File: config.mk
export PLATFORM = sky130hd
export DESIGN_NAME = lcd_escrita
export DESIGN_NICKNAME = d
export VERILOG_FILES = /design/src/rtl/lcd_escrita.sv
export SDC_FILE = /design/constraint.sdc
export NUM_CORES = 1
export LEC_CHECK = 0
export ABC_CLOCK_PERIOD_IN_PS = 2100
export CAP_MARGIN = 20
export CORE_ASPECT_RATIO = 0.9
export CORE_UTILIZATION = 42
export CTS_BUF_LIST = sky130_fd_sc_hd__clkbuf_4 sky130_fd_sc_hd__clkbuf_8 sky130_fd_sc_hd__clkbuf_16
export DETAILED_ROUTE_END_ITERATION = 16
export GPL_TIMING_DRIVEN = 0
export PLACE_DENSITY = 0.63
export SETUP_SLACK_MARGIN = 0.02
export SLEW_MARGIN = 15
export SYNTH_ARGS = -nofsm -noshare
export SYNTH_HDL_FRONTEND = slang
export SYNTH_SLANG_ARGS = --single-unit
File: constraint.sdc
create_clock -name Clock -period 2.1 [get_ports Clock]
set_clock_uncertainty 0.2 [all_clocks]
set_input_delay 0.63 -clock Clock [delete_from_list [all_inputs] [get_ports Clock]]
set_output_delay 0.63 -clock Clock [all_outputs]
set_load 0.005 [all_outputs]
File: src/rtl/lcd_escrita.sv
// Byte-level HD44780 write driver: latches one command/data byte, drives RS/DATA with
// setup time, produces one timed EN pulse with hold, then waits out the execution time.
module lcd_escrita #(
  parameter int unsigned SETUP_CYC = 2,
  parameter int unsigned EN_CYC    = 25,
  parameter int unsigned HOLD_CYC  = 2,
  parameter int unsigned EXEC_CYC  = 2500,
  parameter int unsigned LONG_CYC  = 82000
) (
  input  logic       Clock,
  input  logic       Reset_n,
  input  logic       wr_valid,
  input  logic       wr_rs,
  input  logic [7:0] wr_data,
  output logic       wr_ready,
  output logic       busy,
  output logic       LCD_RS,
  output logic       LCD_RW,
  output logic       LCD_EN,
  output logic [7:0] LCD_DATA
);

  typedef enum logic [2:0] {IDLE, SETUP, PULSE, HOLD, EXEC} state_t;

  localparam logic [20:0] SETUP_LD = 21'(SETUP_CYC - 1);
  localparam logic [20:0] EN_LD    = 21'(EN_CYC - 1);
  localparam logic [20:0] HOLD_LD  = 21'(HOLD_CYC - 1);
  // EXEC is left one cycle early so wr_ready is already high at edge k+T.
  localparam logic [20:0] EXEC_LD  = 21'(EXEC_CYC - 2);
  localparam logic [20:0] LONG_LD  = 21'(LONG_CYC - 2);

  state_t      state_q, state_d;
  logic [20:0] cnt_q, cnt_d;
  logic        ready_q, ready_d;
  logic        busy_q, busy_d;
  logic        en_q, en_d;
  logic        rs_q, rs_d;
  logic [7:0]  data_q, data_d;
  logic        long_wait;
  logic        wait_is_one;

  // Clear display (0x01) and return home (0x02/0x03) need the long execution wait.
  function automatic logic is_long_cmd(input logic rs, input logic [7:0] b);
    return !rs && ((b[7:1] == 7'b0000_001) || (b == 8'h01));
  endfunction

  assign long_wait   = is_long_cmd(rs_q, data_q);
  assign wait_is_one = long_wait ? (LONG_CYC == 1) : (EXEC_CYC == 1);

  always_comb begin
    state_d = state_q;
    cnt_d   = cnt_q;
    ready_d = ready_q;
    busy_d  = busy_q;
    en_d    = en_q;
    rs_d    = rs_q;
    data_d  = data_q;
    case (state_q)
      IDLE: begin
        ready_d = 1'b1;
        busy_d  = 1'b0;
        if (wr_valid && ready_q) begin
          rs_d    = wr_rs;
          data_d  = wr_data;
          ready_d = 1'b0;
          busy_d  = 1'b1;
          cnt_d   = SETUP_LD;
          state_d = SETUP;
        end
      end
      SETUP: begin
        if (cnt_q == 21'd0) begin
          en_d    = 1'b1;
          cnt_d   = EN_LD;
          state_d = PULSE;
        end else begin
          cnt_d = cnt_q - 21'd1;
        end
      end
      PULSE: begin
        if (cnt_q == 21'd0) begin
          en_d    = 1'b0;
          cnt_d   = HOLD_LD;
          state_d = HOLD;
        end else begin
          cnt_d = cnt_q - 21'd1;
        end
      end
      HOLD: begin
        if (cnt_q == 21'd0) begin
          if (wait_is_one) begin
            ready_d = 1'b1;
            busy_d  = 1'b0;
            cnt_d   = 21'd0;
            state_d = IDLE;
          end else begin
            cnt_d   = long_wait ? LONG_LD : EXEC_LD;
            state_d = EXEC;
          end
        end else begin
          cnt_d = cnt_q - 21'd1;
        end
      end
      EXEC: begin
        if (cnt_q == 21'd0) begin
          ready_d = 1'b1;
          busy_d  = 1'b0;
          state_d = IDLE;
        end else begin
          cnt_d = cnt_q - 21'd1;
        end
      end
      default: begin
        state_d = IDLE;
        cnt_d   = 21'd0;
        en_d    = 1'b0;
      end
    endcase
  end

  always_ff @(posedge Clock or negedge Reset_n) begin
    if (!Reset_n) begin
      state_q <= IDLE;
      cnt_q   <= 21'd0;
      ready_q <= 1'b0;
      busy_q  <= 1'b0;
      en_q    <= 1'b0;
      rs_q    <= 1'b0;
      data_q  <= 8'h00;
    end else begin
      state_q <= state_d;
      cnt_q   <= cnt_d;
      ready_q <= ready_d;
      busy_q  <= busy_d;
      en_q    <= en_d;
      rs_q    <= rs_d;
      data_q  <= data_d;
    end
  end

  assign wr_ready = ready_q;
  assign busy     = busy_q;
  assign LCD_EN   = en_q;
  assign LCD_RS   = rs_q;
  assign LCD_DATA = data_q;
  assign LCD_RW   = 1'b0;

endmodule
==> results.py <==
metrics = {
    "timing": {
        "rsz0062_at_grt": "yes",
        "max_freq_mhz": 437,
        "holdWs_ns": 0.0692,
        "period_share_pct": 109,
        "min_period_ns": 2.29,
        "worst_pin_slew_ns": 0.607,
        "tns_ns": -1.95,
        "setup_slack_ns": -0.190,
        "slew_headroom_pct": 59.4,
        "drv_slew": 0,
        "finalHoldViolations": 0,
        "setup_viol": 20,
    },
    "critical_path": {
        "critPathRequiredTime_ns": 2.09,
        "path_cells": "inv_2, ha_4, nor4b_4, and2_4, nand2_8, a222oi_1, nor3_1, a32o_1",
        "reg2reg_slack_ns": -0.19,
        "cp-start-kind": "register",
        "r2r_end": "cnt_q[3]$_DFFE_PN0P_",
        "arrival_ns": 2.28,
        "critical_path_class": "reg2reg",
        "reg2reg_depth": 8,
        "endpoint_kind": "register",
        "reg2reg_from": "cnt_q[0]$_DFFE_PN0P_",
        "critPathSlowestCell": "dfrtp_2",
        "path_max_fanout": 6,
        "critPathMaxStageDelay_ns": 0.45,
    },
    "floorplanning": {
        "die_h_um": 69.5,
        "initial_utilization_pct": 43.7,
        "ioPinCount": 25,
        "coreArea_um2": 4860,
        "rows": 24,
        "die_x_um": 77.0,
        "die_area_um2": 5350,
    },
    "logic_synthesis": {
        "avgSynthCellArea_um2": 9.40,
        "synth_top_area_share_pct": 42.4,
        "synth_cell_types": 58,
        "synth.area.top_cells": "dfrtp_1 42%, mux2_2 5.3%, nor2_1 4.4%",
        "syn_nets": 240,
        "post-synth-top-area-cell": "dfrtp_1",
        "ys.warnings.count": 0,
        "ys_seq_area_share_pct": 42.4,
        "syn_area_um2": 2120,
        "synth-edff-count": 0,
        "synth_ff_type": "dfrtp_1",
        "synth_seq_cells": 36,
        "synth_cells": 226,
        "async_flop_share_pct": 100,
    },
    "global_route": {
        "met3_usage_pct": 4.34,
        "grt_max_degree": 21,
        "antenna_found_initial": 0,
        "grt_most_used_layer": "met2",
        "met1_usage_pct": 32.6,
        "use_met2_pct": 34.7,
        "grt_pass1_wl_um": 9400,
        "grt_pass1_vias": 1889,
        "overflow": 0,
        "track_usage_pct": 22.7,
    },
    "finish": {
        "synthToLayoutAreaGrowth_pct": 46.4,
        "n_antenna_cell": 0,
        "postLayoutCellArea_um2": 3110,
        "fillers": 397,
        "layout_common_cells": "34 x dfrtp_1, 27 x buf_4, 22 x nor2_1, 21 x clkdlybuf4s50_1, 14 x o21ai_1",
        "drive_gt1_share_pct": 37.5,
        "final_cells": 356,
        "final_common_cell": "dfrtp_1",
        "nNetsFinal": 304,
        "utilization_pct": 63.9,
    },
    "cts": {
        "cts_sinks": 36,
        "cts_made_buffers": 5,
        "clk_latency_ns": 0.30,
        "clkTransAtPathRegs_ns": 0.08,
        "clk_path_buf_depth": 2,
        "cts.root.buffer_cell": "clkbuf_8",
        "htreeDepth": 2,
        "cts_tree": "built",
    },
    "placed_design": {
        "port_buffers": 23,
        "dp.cells": 315,
        "dp_hpwl_um": 3710,
        "place_congestion": 0.859,
        "placed_area_um2": 2470,
        "post-place-ws_ns": -0.659,
    },
    "power_and_ir_drop": {
        "p_per_area_nw_per_um2": 444,
        "p_leak_nw": 1.25,
        "total_power_mw": 1.38,
        "ir_drop_uv": 349,
    },
    "route": {
        "drtAntennaViolNets": 0,
        "routed_via_density": 5.75,
        "drtIter0Drc": 125,
        "drcViolationCount": 0,
        "via_count": 2048,
        "wl_per_cell_um": 16.8,
        "wl_um": 5980,
        "drt_pass1_iterations": 4,
    },
    "min_path": {
        "hold_class": "in2async",
    },
    "status": {
        "violations": "setup timing",
        "outcome": "finished with violations",
    },
    "run": {
        "cap_violations": 0,
    },
}
## sequential cells by signal, indices dropped and copies added (netlist names)
signal / flops
LCD_DATA: 8
LCD_EN: 1
LCD_RS: 1
busy: 1
cnt_q: 21
state_q: 3
wr_ready: 1
## timing repair
action                                  CTS  global route
hold buffers                              0             0
endpoints found under the hold margin     0             0
buffers inserted                         12            22
pin swaps                                13            11
endpoints found under the setup margin   25            36
gates resized for setup                  45            39
gates cloned                              1             0
## report_power, final
group,switching [mW],internal [mW]
Clock,0.286,0.352
Combinational,0.0229,0.0287
Sequential,0,0.692
Total,0.309,1.07
## critical path, delay by kind of cell (launching register included)
kind            cells  cell delay, ns
compound gates      2            0.66
fa+ha+maj           1            0.12
buf+inv             1            0.09
flops               1            0.45
simple gates        4            0.67
## area by class of cell
type	instances	area [µm²]	share of cell area, %
Multi-Input combinational cell	175	1380	44.3
Sequential cell	36	903	29.0
Timing Repair Buffer	58	541	17.4
Tap cell	65	81.3	2.61
Buffer	8	73.8	2.37
Clock buffer	5	68.8	2.21
Clock inverter	3	42.5	1.37
Inverter	6	22.5	0.724
## cells in the mapped netlist (2+ instances only)
master	instances
a21o_1	3
a21oi_1	10
buf_2	3
clkbuf_1	3
dfrtp_1	36
ha_1	2
inv_1	6
mux2_2	10
nand2_1	16
nand2b_1	2
nand3_1	8
nand4_1	2
nor2_1	25
nor3_1	13
nor3b_1	2
nor4_1	7
nor4_2	3
o211ai_1	5
o21a_1	2
o21ai_0	18
o21bai_1	2
o31ai_1	3
or3_1	3
or4_1	2
xnor2_1	5
xor2_1	3
## how the worst max path moves through the flow
stage                               from                 endpoint  slack (ns)  cells after the start
detailed placement              wr_valid    cnt_q[12]$_DFFE_PN0P_       -0.66                      8
CTS                 cnt_q[0]$_DFFE_PN0P_    cnt_q[14]$_DFFE_PN0P_       -0.18                      8
global placement                 Reset_n  LCD_DATA[5]$_DFFE_PN0P_       -0.72                      1
finish              cnt_q[0]$_DFFE_PN0P_     cnt_q[3]$_DFFE_PN0P_       -0.19                      8
floorplan           cnt_q[0]$_DFFE_PN0P_    cnt_q[16]$_DFFE_PN0P_       -0.01                      8
global route        cnt_q[0]$_DFFE_PN0P_     cnt_q[3]$_DFFE_PN0P_       -0.34                      8
## routing by layer
metal / wire length, µm / part of all wire, %
met1: 2830 / 47
met2: 2800 / 47
met3: 267 / 4.5
met4: 82 / 1.4
met5: 0 / 0
## cell families after synthesis
group / after synthesis / share of synthesized area (%)
mux: 10 / 5.30
other cells: 1 / 0.177
buf+inv: 15 / 3.83
compound gates: 56 / 17.6
flops: 36 / 42.4
xor+xnor: 8 / 3.30
simple gates: 98 / 26.3
fa+ha+maj: 2 / 1.18
(Power assumes the default switching activity.)
